### config.mk
export PLATFORM = sky130hd
export DESIGN_NAME = aion_burn_sequencer
export DESIGN_NICKNAME = d
export VERILOG_FILES = /design/src/rtl/aion_burn_sequencer.sv
export SDC_FILE = /design/constraint.sdc
export NUM_CORES = 1
export LEC_CHECK = 0
export BUFFER_PORTS_ARGS = -buffer_cell sky130_fd_sc_hd__buf_4
export CAP_MARGIN = 20
export CORE_MARGIN = 4
export CORE_UTILIZATION = 47
export DETAILED_ROUTE_END_ITERATION = 8
export PLACE_DENSITY_LB_ADDON = 0.3
export SLEW_MARGIN = 0
export SYNTH_ARGS = -nofsm -noshare
export SYNTH_HDL_FRONTEND = slang
export SYNTH_SLANG_ARGS = --single-unit
### constraint.sdc
create_clock -name clk -period 3.91 [get_ports clk]
set_input_delay 0.1955 -clock clk [delete_from_list [all_inputs] [get_ports clk]]
set_output_delay 0.1955 -clock clk [all_outputs]
set_load 0.02 [all_outputs]
### src/rtl/aion_burn_sequencer.sv
// Burn sequencer for a fusion shot: IDLE -> RAMP -> BURN -> (QUENCH) -> COOL -> IDLE.
// Samples plasma state over a valid/ready handshake. RAMP counts a dwell of hot samples
// before declaring burn. BURN watches beta, vertical position and alpha power, and
// quenches on any violation.
module aion_burn_sequencer #(
    parameter logic [31:0] TEMP_IGN     = 32'h000A_0000,
    parameter logic [31:0] BETA_MAX     = 32'h0002_8000,
    parameter logic [31:0] Z_LIMIT      = 32'h0000_0CCD,
    parameter int unsigned DWELL_N      = 16,
    parameter int unsigned RAMP_TIMEOUT = 1024,
    parameter int unsigned COOL_CYCLES  = 32
) (
    input  logic        clk,
    input  logic        rst,
    input  logic        start_i,
    input  logic        abort_i,
    input  logic        st_valid_i,
    output logic        st_ready_o,
    input  logic [31:0] temp_keV_i,
    input  logic [31:0] p_alpha_i,
    input  logic [31:0] beta_pol_i,
    input  logic [31:0] z_pos_i,
    output logic [2:0]  phase_o,
    output logic        heat_en_o,
    output logic        burn_active_o,
    output logic        quench_o,
    output logic [2:0]  fault_code_o,
    output logic [15:0] burn_cnt_o,
    output logic        done_o
);

    localparam int unsigned W_DWELL = $clog2(DWELL_N + 1);
    localparam int unsigned W_RAMP  = $clog2(RAMP_TIMEOUT + 1);
    localparam int unsigned W_COOL  = $clog2(COOL_CYCLES + 1);

    localparam logic [2:0] F_NONE  = 3'd0;
    localparam logic [2:0] F_ABORT = 3'd1;
    localparam logic [2:0] F_BETA  = 3'd2;
    localparam logic [2:0] F_VERT  = 3'd3;
    localparam logic [2:0] F_ALPHA = 3'd4;
    localparam logic [2:0] F_RAMP  = 3'd5;

    typedef enum logic [2:0] {
        S_IDLE   = 3'd0,
        S_RAMP   = 3'd1,
        S_BURN   = 3'd2,
        S_QUENCH = 3'd3,
        S_COOL   = 3'd4
    } state_t;

    state_t              r_state;
    logic [W_DWELL-1:0]  r_dwell;
    logic [W_RAMP-1:0]   r_ramp_tmr;
    logic [W_COOL-1:0]   r_cool;

    state_t              w_state_nx;
    logic [2:0]          w_fault_nx;
    logic                w_done_nx;
    logic                w_accept;
    logic                w_hot;
    logic [31:0]         w_abs_z;
    logic                w_beta_trip;
    logic                w_z_trip;
    logic                w_alpha_trip;
    logic                w_dwell_done;
    logic                w_ramp_expired;
    logic                w_cool_done;

    // Sample qualification and limit comparisons (all fields signed Q16.16)
    assign w_accept       = st_valid_i & st_ready_o;
    assign w_hot          = $signed(temp_keV_i) >= $signed(TEMP_IGN);
    assign w_beta_trip    = $signed(beta_pol_i) > $signed(BETA_MAX);
    assign w_z_trip       = $signed(w_abs_z) > $signed(Z_LIMIT);
    assign w_alpha_trip   = $signed(p_alpha_i) <= 32'sd0;
    assign w_dwell_done   = (r_dwell == W_DWELL'(DWELL_N - 1));
    assign w_ramp_expired = (r_ramp_tmr == W_RAMP'(RAMP_TIMEOUT - 1));
    assign w_cool_done    = (r_cool == W_COOL'(COOL_CYCLES - 1));

    // |z| with the most negative value clamped so the result stays positive
    always_comb begin
        w_abs_z = z_pos_i;
        if (z_pos_i == 32'h8000_0000) begin
            w_abs_z = 32'h7FFF_FFFF;
        end else if (z_pos_i[31]) begin
            w_abs_z = 32'(-$signed(z_pos_i));
        end
    end

    // Next-state, fault and done decode; abort outranks every other cause
    always_comb begin
        w_state_nx = r_state;
        w_fault_nx = fault_code_o;
        w_done_nx  = 1'b0;
        case (r_state)
            S_IDLE: begin
                if (start_i) begin
                    w_state_nx = S_RAMP;
                    w_fault_nx = F_NONE;
                end
            end
            S_RAMP: begin
                if (abort_i) begin
                    w_state_nx = S_QUENCH;
                    w_fault_nx = F_ABORT;
                end else if (w_accept && w_hot && w_dwell_done) begin
                    w_state_nx = S_BURN;
                end else if (w_ramp_expired) begin
                    w_state_nx = S_QUENCH;
                    w_fault_nx = F_RAMP;
                end
            end
            S_BURN: begin
                if (abort_i) begin
                    w_state_nx = S_QUENCH;
                    w_fault_nx = F_ABORT;
                end else if (w_accept && w_beta_trip) begin
                    w_state_nx = S_QUENCH;
                    w_fault_nx = F_BETA;
                end else if (w_accept && w_z_trip) begin
                    w_state_nx = S_QUENCH;
                    w_fault_nx = F_VERT;
                end else if (w_accept && w_alpha_trip) begin
                    w_state_nx = S_QUENCH;
                    w_fault_nx = F_ALPHA;
                end else if (!start_i) begin
                    w_state_nx = S_COOL;
                end
            end
            S_QUENCH: begin
                w_state_nx = S_COOL;
            end
            S_COOL: begin
                if (w_cool_done) begin
                    w_state_nx = S_IDLE;
                    w_done_nx  = 1'b1;
                end
            end
            default: begin
                w_state_nx = S_IDLE;
            end
        endcase
    end

    // State, counters and registered outputs, all driven from the decoded next state
    always_ff @(posedge clk) begin
        if (rst) begin
            r_state       <= S_IDLE;
            r_dwell       <= '0;
            r_ramp_tmr    <= '0;
            r_cool        <= '0;
            phase_o       <= 3'd0;
            st_ready_o    <= 1'b0;
            heat_en_o     <= 1'b0;
            burn_active_o <= 1'b0;
            quench_o      <= 1'b0;
            fault_code_o  <= F_NONE;
            burn_cnt_o    <= 16'd0;
            done_o        <= 1'b0;
        end else begin
            r_state       <= w_state_nx;
            phase_o       <= 3'(w_state_nx);
            st_ready_o    <= (w_state_nx == S_RAMP) || (w_state_nx == S_BURN);
            heat_en_o     <= (w_state_nx == S_RAMP);
            burn_active_o <= (w_state_nx == S_BURN);
            quench_o      <= (w_state_nx == S_QUENCH);
            fault_code_o  <= w_fault_nx;
            done_o        <= w_done_nx;

            // A new shot starts from clean counters
            if (r_state == S_IDLE && w_state_nx == S_RAMP) begin
                r_dwell    <= '0;
                r_ramp_tmr <= '0;
                burn_cnt_o <= 16'd0;
            end else if (r_state == S_RAMP) begin
                r_ramp_tmr <= r_ramp_tmr + W_RAMP'(1);
                if (w_accept) begin
                    r_dwell <= w_hot ? (r_dwell + W_DWELL'(1)) : '0;
                end
            end else if (r_state == S_BURN) begin
                if (burn_cnt_o != 16'hFFFF) begin
                    burn_cnt_o <= burn_cnt_o + 16'd1;
                end
            end

            if (w_state_nx == S_COOL && r_state != S_COOL) begin
                r_cool <= '0;
            end else if (r_state == S_COOL) begin
                r_cool <= r_cool + W_COOL'(1);
            end
        end
    end

endmodule

==> out/metrics.yaml, run 1 <==
outcome:
  status: "finished clean"
floorplan:
  initial_core_util: 0.494
  rows: 30
  die_x_um: 93.2
  core_um2: 6910
  dieArea_um2: 8690
  boundaryPins: 160
  die_height_um: 93.2
routing:
  viasPerCell: 5.79
  vias: 3951
  ant_nets: 0
  drc: 0
  drt_pre_antenna_iters: 5
  wire_per_inst_um: 15.1
  drtIter0Drc: 272
  detail_route.wirelength_um: 10300
logic_synthesis:
  synth_ff_type: "dfxtp_1"
  async_reset_ff_frac: 0
  yosysTopAreaCell: "dfxtp_1"
  ys_seq_area_frac: 0.287
  synth_top_area_frac: 0.287
  synth_seq_cells: 49
  synthDistinctLibCells: 69
  synth_cells: 444
  syn_area_um2: 3410
  synth_edf_count: 0
  syn_area_per_cell_um2: 7.69
  netlist_top_cells_count: "nor2_1, dfxtp_1, nand2_1"
  ys_warn_count: 0
  yosysMostFrequentCell: "nor2_1"
  yosys-top-cells-area: "dfxtp_1, nor2_1, xor2_1"
  syn_nets: 583
global_routing:
  grt_overflow: 0
  grt_antenna_before_repair: 0
  grt.met2_usage: 0.407
  grt_pass1_wl_um: 16900
  grt.met3_usage: 0.0483
  grt_usage: 0.235
  grt_pass1_vias: 3743
  grt_max_degree: 33
  gr-max-usage-layer: "met2"
  met1_usage: 0.295
critical_path:
  critical_path_class: "input port to flip-flop"
  cp_top_family: "compound AO/OA/AOI/OAI gates"
  r2r_slack_ns: 1.31
  critical_path.slowest_cell: "or4_1"
  crit_path_cell_trace: "buf_4 -> or4_1 -> nor3_2 -> nand3_1 -> o221a_1 -> a2111oi_0 -> nand4_1 -> o21ai_2 -> a31oi_2 -> o21bai_4 -> nor2_1"
  r2r_cells: 10
  start_kind: "input port"
  reg2reg_from: "r_ramp_tmr[2]$_SDFFE_PP0P_"
  crit_cells: 11
  worstPathMaxFanout: 9
  path_buf_inv: 1
  cp.required_ns: 4.11
  cp-end-kind: "flip-flop"
  critPathLaunch: "z_pos_i[5]"
  max_stage_delay_ns: 0.67
  crit_arrival_ns: 3.31
power:
  power_uw: 1210
  power_frac_comb: 0.251
  leakage_uw: 0.00186
  cellPowerDensity_nw_per_um2: 256
  seq_power_share: 0.437
  ir_drop_mv: 0.162
  swShare: 0.277
  power.share.clock: 0.312
  switchingPower_uw: 334
  intPower_uw: 872
clocking:
  root_buffer: "clkbuf_8"
  clk_path_buf_depth: 2
  cts-resized-gates: 0
  clkTransAtPathRegs_ns: 0.09
  insertion_delay_ns: 0.30
  cts_setup_buffers: 0
  htreeDepth: 2
  cts_hold_buf: 0
  cts_buffers: 5
  cts.sinks: 49
  cts_tree: "yes"
sta:
  relSlewSlack: 0.468
  fin_tns_setup_ns: 0
  max_freq_mhz: 321
  period_share: 0.796
  rsz0062_at_grt: "no"
  maxSlewViolCount: 0
  tightest_slew_ns: 0.792
  period_needed_ns: 3.11
  hold_viol: 0
  setup_ws_ns: 0.797
  fin_skew_ns: 0.00891
  setup_viol: 0
job:
  cap_violations: 0
place:
  io_buffers: 142
  gp_congestion: 0.920
  dp_slack_ns: 0.562
  placed_cell_area_um2: 4580
  dp.final_hpwl_um: 8240
final_layout:
  multi_input_area_um2: 2350
  nFillCells: 650
  finalNetCount: 724
  drive_above_1_share: 0.297
  area_growth_pct: 37.8
  regArea_um2: 981
  antenna_cells: 0
  finalInstanceArea_um2: 4700
hold_path:
  min-delay-start: "rst"
  hold_depth: 2
  hp-class: "input port to flip-flop"
per-stage QoR:
stage | instances | util | hold slack (ns)
global placement | 674 | 0.664 | 0.447
CTS | 682 | 0.681 | 0.131
detailed placement | 674 | 0.664 | 0.460
floorplan | 444 | - | 0.388
global route | 682 | 0.681 | 0.137
finish | 682 | 0.681 | 0.141
path summary, 6_finish.rpt:
path / endpoint
setup / recovery: r_cool[1]$_SDFFE_PP0N_
hold / removal: fault_code_o[1]$_SDFFE_PP0P_
setup reg to reg: fault_code_o[0]$_SDFFE_PP0P_
hold reg to reg: r_dwell[1]$_SDFFE_PP0P_
flip-flops by register name, indices dropped and copies added, names as in the netlist:
signal         flops
burn_active_o      1
r_ramp_tmr        11
quench_o           1
r_dwell            5
burn_cnt_o        16
fault_code_o       3
done_o             1
heat_en_o          1
st_ready_o         1
r_state            3
r_cool             6
power by group through the flow:
stage / logic [uW] / clock network [uW] / registers (uW)
2_1_floorplan: 134 / 0 / 544
3_3_place_gp: 292 / 0 / 538
3_5_place_dp: 301 / 0 / 538
4_1_cts: 301 / 385 / 527
5_1_grt: 331 / 407 / 530
6_report: 303 / 377 / 527
layout by cell type (no fill, tap or decap), types with 3 or more instances in the layout:
| master | n |
|---|---|
| clkbuf_8 | 6 |
| or2_2 | 3 |
| xor2_1 | 21 |
| buf_4 | 146 |
| and4_1 | 3 |
| dfxtp_1 | 49 |
| nand4_1 | 16 |
| nand3_1 | 17 |
| and3_1 | 11 |
| nor3b_1 | 6 |
| o21ai_0 | 14 |
| o22ai_1 | 6 |
| nor4_1 | 24 |
| mux2i_1 | 6 |
| o31ai_1 | 3 |
| nand3b_1 | 4 |
| nor3_1 | 25 |
| or4_1 | 8 |
| a21oi_1 | 21 |
| a31oi_1 | 7 |
| ha_1 | 6 |
| inv_1 | 10 |
| xnor2_1 | 7 |
| nand2_1 | 41 |
| nor2_1 | 60 |
| or3_1 | 9 |
final cells by class:
type	instances	area share
flip-flops and latches	49	0.209
well taps	96	0.0255
multi-input cells	373	0.499
clock buffers	6	0.0176
inverters	10	0.00798
repair buffers	146	0.233
clock inverters	2	0.00798
per-layer routing:
metal | routed length [um] | share of wire
met3 | 639 | 0.062
met4 | 170 | 0.017
met5 | 0 | 0
met2 | 5030 | 0.49
met1 | 4430 | 0.43
cells by family (layout without fill, tap and decap cells):
group,after synthesis,after routing,synth area share
fa+ha+maj,6,6,0.0220
flops,49,49,0.287
mux,6,6,0.0176
compound gates,86,86,0.181
xor+xnor,28,28,0.0718
simple gates,247,247,0.396
buf+inv,22,164,0.0246
(Power assumes the default switching activity.)
==> run 2: changes to the inputs <==
Clock period 3.91 ns to 3.2 ns, I/O delays scaled along.
==> run 2 against run 1 <==
- power grew 23%
- first-iteration DRC count grew 15%
- highest routed layer unchanged
- critical path depth unchanged
- clock skew decreased by 0.0013 ns
- flip-flop and latch count unchanged
- worst setup slack got worse by 0.37 ns
- clock-buffer cell count unchanged
==> out/metrics.yaml, run 2 (synthesis gave the netlist of run 1 again) <==
place:
  dp.cells: 686  # +1.8%
  gp_congestion: 0.952  # +3.5%
  io_buffers: 142  # unchanged
  dp.final_hpwl_um: 8360  # +1.5%
sta:
  tightest_slew_ns: 0.635  # -0.157 ns
  setup_viol: 0  # unchanged
  fin_skew_ns: 0.00766  # -0.00125 ns
  maxSlewViolCount: 0  # unchanged
  rsz0062_at_grt: "no"
  period_share: 0.868
  relSlewSlack: 0.577  # +0.109
  max_freq_mhz: 360
  hold_viol: 0  # unchanged
  period_needed_ns: 2.78
  fin_tns_setup_ns: 0  # unchanged
  hold_ws_ns: 0.103  # -0.0378 ns
floorplan:
  initial_core_util: 0.494  # unchanged
  die_height_um: 93.2  # unchanged
  rows: 30  # unchanged
  dieArea_um2: 8690  # unchanged
  core_um2: 6910  # unchanged
  boundaryPins: 160  # unchanged
  die_x_um: 93.2  # unchanged
power:
  cellPowerDensity_nw_per_um2: 309  # +21%
  ir_drop_mv: 0.230  # +42%
  leakage_uw: 0.00192  # +3.2%
outcome:
  status: "finished clean"
global_routing:
  grt_overflow: 0  # unchanged
  grt_antenna_before_repair: 0  # unchanged
  grt_pass1_vias: 3916  # +4.6%
  grt_pass1_wl_um: 17300  # +2.4%
  grt_max_degree: 33  # unchanged
  grt_usage: 0.238  # +0.00314
routing:
  drtIter0Drc: 314  # +15%
  detail_route.wirelength_um: 10500  # +2.1%
  vias: 4071  # +3.0%
  viasPerCell: 5.87  # +1.3%
  drc: 0  # unchanged
  ant_nets: 0  # unchanged
  drt_pre_antenna_iters: 5  # unchanged
  wire_per_inst_um: 15.1  # +0.30%
clocking:
  cts_setup_buffers: 0  # unchanged
  clkTransAtPathRegs_ns: 0.09  # about the same
  insertion_delay_ns: 0.30  # about the same
  cts_buffers: 5  # unchanged
  cts.sinks: 49  # unchanged
  clk_path_buf_depth: 2  # unchanged
  cts_hold_buf: 0  # unchanged
  cts-resized-gates: 0  # unchanged
  cts_tree: "yes"
  root_buffer: "clkbuf_8"
  htreeDepth: 2  # unchanged
critical_path:
  worstPathMaxFanout: 9  # unchanged
  start_kind: "input port"
  path_buf_inv: 1  # unchanged
  crit_arrival_ns: 2.97  # -0.34 ns
  cp-end-kind: "flip-flop"
  critical_path.slowest_cell: "or4_1"
  cp_top_family: "simple AND/OR/NAND/NOR gates"
  crit_path_cell_trace: "buf_4 -> or4_1 -> nor3_2 -> nand3_1 -> o221a_1 -> a2111oi_0 -> nand4_1 -> o21ai_2 -> a31oi_2 -> o21bai_4 -> nor2_1"
  critical_path_class: "input port to flip-flop"
  cp.required_ns: 3.40  # -0.71 ns
  max_stage_delay_ns: 0.69  # +0.02 ns
final_layout:
  largest_reg_flops: 16  # unchanged
  final_core_util: 0.694  # +0.0130
  final_cell_mix: "buf_4, nor2_1, dfxtp_1"
  layout_commonest_cell: "buf_4"
  reg_top3: "burn_cnt_o (16), r_ramp_tmr (11), r_cool (6)"
  antenna_cells: 0  # unchanged
  top_register: "burn_cnt_o"
  fin_cells: 694  # +1.8%
  finalNetCount: 736  # +1.7%
  drive_above_1_share: 0.311  # +0.0141
  area_growth_pct: 40.4
job:
  cap_violations: 0  # unchanged
hold_path:
  hp-class: "input port to flip-flop"
-- run 2: per-layer routing --
| metal | track usage | routed length [um] | vias to the layer above |
|---|---|---|---|
| li1 | - | - | 1988 |
| met1 | 0.294 | 4310 | 1886 |
| met2 | 0.425 | 5250 | 186 |
| met3 | 0.0475 | 824 | 11 |
| met4 | 0.0501 | 98 | 0 |
| met5 | 0 | 0 | - |
-- run 2: worst paths after layout --
kind	start	to	slack, ns	depth (start not counted)
worst max-delay path	z_pos_i[7]	r_cool[3]$_SDFFE_PP0N_	0.42	11
worst min-delay path	rst	fault_code_o[1]$_SDFFE_PP0P_	0.10	2
worst max register to register	r_state[1]$_SDFF_PP0_	burn_cnt_o[11]$_SDFFE_PP0P_	0.55	9
worst min register to register	r_dwell[3]$_SDFFE_PP0P_	r_dwell[3]$_SDFFE_PP0P_	0.48	2
-- run 2: layout make-up --
type	count	area (um^2)
tap	96	120
inverter	10	37.5
clock buffer	6	82.6
clock inverter	2	37.5
fill	613	2110
timing repair buffer	158	1190
multi-input combinational	373	2350
sequential	49	981
-- run 2: where the power goes --
group	leakage (uW)	internal (uW)	switching, uW	total (uW)
clock	0.0000574	254	209	463
sequential	0.000396	625	19.3	644
combinational	0.00147	190	184	374
-- run 2: stage by stage --
step | area, um^2 | setup slack [ns] | power (uW)
detailed placement | 4670 | 0.0919 | 1030
floorplan | 3410 | 0.409 | 829
CTS | 4790 | 0.430 | 1490
global placement | 4670 | 0.142 | 1020
global route | 4790 | 0.185 | 1560
finish | 4790 | 0.423 | 1480
-- run 2: worst register-to-register path, stage by stage (launching register included) --
cell	delay, ns
dfxtp_1	0.57
nand2_1	0.23
or2_2	0.39
a41oi_1	0.18
buf_4	0.18
nand4_1	0.18
nor2_1	0.25
nand2_1	0.14
or3_1	0.32
a21oi_1	0.15
==> run 3: changes to the inputs <==
Settings changed: MAX_ROUTING_LAYER from default to met4, SETUP_SLACK_MARGIN from default to 0.05.
==> run 3 against run 2 <==
- die area did not move
- critical path depth did not move
- register-to-register slack about the same
- worst setup slack worse by 0.014 ns
- first-iteration DRC count decreased by 15%
- hold slack improved by 0.010 ns
- global-route usage up 0.37 points
- clock skew grew 0.0023 ns
- maximum frequency shrank 0.51%
- clock-buffer cell count shrank 1
- critical endpoint is now r_cool[2]$_SDFFE_PP0N_
==> out/metrics.yaml, run 3 (synthesis gave the netlist of run 1 again) <==
outcome:
  status: "finished clean"
sta:
  fin_skew_ns: 0.00995  # +0.00228 ns
  maxSlewViolCount: 0  # unchanged
  tightest_slew_ns: 0.653  # +0.0181 ns
  setup_viol: 0  # unchanged
  period_share: 0.872  # +0.00441
  rsz0062_at_grt: "no"
  max_freq_mhz: 358  # -0.51%
  relSlewSlack: 0.565  # -0.0121
  fin_tns_setup_ns: 0  # unchanged
  period_needed_ns: 2.79  # +0.0141 ns
  hold_viol: 0  # unchanged
floorplan:
  dieArea_um2: 8690  # unchanged
  core_um2: 6910  # unchanged
  initial_core_util: 0.494  # unchanged
  boundaryPins: 160  # unchanged
  die_x_um: 93.2  # unchanged
  die_height_um: 93.2  # unchanged
  rows: 30  # unchanged
clocking:
  htreeDepth: 2  # unchanged
  root_buffer: "clkbuf_8"
  cts_buffers: 5  # unchanged
  insertion_delay_ns: 0.30  # about the same
  cts_tree: "yes"
  cts.sinks: 49  # unchanged
  cts_setup_buffers: 0  # unchanged
  clk_path_buf_depth: 2  # unchanged
  cts_hold_buf: 0  # unchanged
  cts-resized-gates: 0  # unchanged
  clkTransAtPathRegs_ns: 0.10  # about the same
critical_path:
  crit_arrival_ns: 2.99  # +0.02 ns
  cp.required_ns: 3.40  # about the same
  critical_path_class: "input port to flip-flop"
  start_kind: "input port"
  worstPathMaxFanout: 6  # -3
  cp-end-kind: "flip-flop"
global_routing:
  grt_usage: 0.242  # +0.00365
  grt_pass1_wl_um: 17100  # -1.3%
  grt_max_degree: 33  # unchanged
  grt_overflow: 0  # unchanged
  grt_antenna_before_repair: 0  # unchanged
  grt_pass1_vias: 3840  # -1.9%
place:
  gp_congestion: 0.932  # -2.1%
  dp.cells: 685  # -0.15%
  io_buffers: 142  # unchanged
  dp.final_hpwl_um: 8390  # +0.40%
final_layout:
  final_cell_mix: "buf_4, nor2_1, dfxtp_1"
  layout_commonest_cell: "buf_4"
  finalNetCount: 735  # -0.14%
  top_register: "burn_cnt_o"
  antenna_cells: 0  # unchanged
  drive_above_1_share: 0.310  # -0.00115
  largest_reg_flops: 16  # unchanged
  area_growth_pct: 39.3
  fin_cells: 693  # -0.14%
  nFillCells: 611  # -0.33%
  reg_top3: "burn_cnt_o (16), r_ramp_tmr (11), r_cool (6)"
job:
  cap_violations: 0  # unchanged
routing:
  detail_route.wirelength_um: 10400  # -1.2%
  drtIter0Drc: 266  # -15%
  viasPerCell: 5.89  # +0.37%
  drt_pre_antenna_iters: 5  # unchanged
  vias: 4080  # +0.22%
  drc: 0  # unchanged
  wire_per_inst_um: 14.9  # -1.0%
  ant_nets: 0  # unchanged
hold_path:
  hp-class: "input port to flip-flop"
power:
  leakage_uw: 0.00191  # -0.94%
  ir_drop_mv: 0.175  # -24%
  cellPowerDensity_nw_per_um2: 292  # -5.6%
## run 3: area by class of cell
type / count / area (um^2) / share of cell area
well taps: 96 / 120 / 0.0253
flip-flops and latches: 49 / 981 / 0.206
clock inverters: 3 / 21.3 / 0.00447
clock buffers: 5 / 68.8 / 0.0145
multi-input cells: 373 / 2350 / 0.494
repair buffers: 157 / 1180 / 0.248
inverters: 10 / 37.5 / 0.00789
## run 3: metal layers
layer / track usage / wire length (um) / part of all wire
met5: - / 0 / 0
met4: 0.0342 / 94 / 0.0091
met3: 0.0370 / 783 / 0.076
met2: 0.425 / 5160 / 0.50
met1: 0.300 / 4320 / 0.42
## run 3: critical path, cell delays in order
cell	delay, ns
buf_4	0.13
or4_1	0.55
nor4_2	0.26
nor3_1	0.07
or4b_2	0.67
nor4_1	0.26
nand4_1	0.15
o21ai_2	0.26
a31oi_2	0.18
o21bai_4	0.22
nor2_1	0.08
## run 3: final timing paths
kind	start	cells after the start	endpoint	slack, ns
hold reg to reg	r_dwell[3]$_SDFFE_PP0P_	2	r_dwell[3]$_SDFFE_PP0P_	0.47
hold / removal	rst	2	fault_code_o[1]$_SDFFE_PP0P_	0.11
setup reg to reg	r_state[1]$_SDFF_PP0_	9	burn_cnt_o[11]$_SDFFE_PP0P_	0.56
setup / recovery	z_pos_i[21]	11	r_cool[2]$_SDFFE_PP0N_	0.41
## run 3: stage by stage
stage / cell area, um^2 / total power (uW) / hold slack (ns) / setup WS, ns / util
floorplan: 3410 / 829 / 0.352 / 0.409 / -
global placement: 4670 / 1020 / 0.416 / 0.136 / 0.676
detailed placement: 4670 / 1030 / 0.434 / 0.0741 / 0.676
CTS: 4760 / 1390 / 0.108 / 0.412 / 0.689
global route: 4760 / 1460 / 0.112 / 0.196 / 0.689
finish: 4760 / 1390 / 0.113 / 0.409 / 0.689
## run 3: where the power goes
group | leakage (uW) | internal [uW] | switching (uW)
Clock | 0.0000445 | 155 | 216
Combinational | 0.00147 | 189 | 183
Sequential | 0.000396 | 625 | 19.5
Total | 0.00191 | 970 | 418
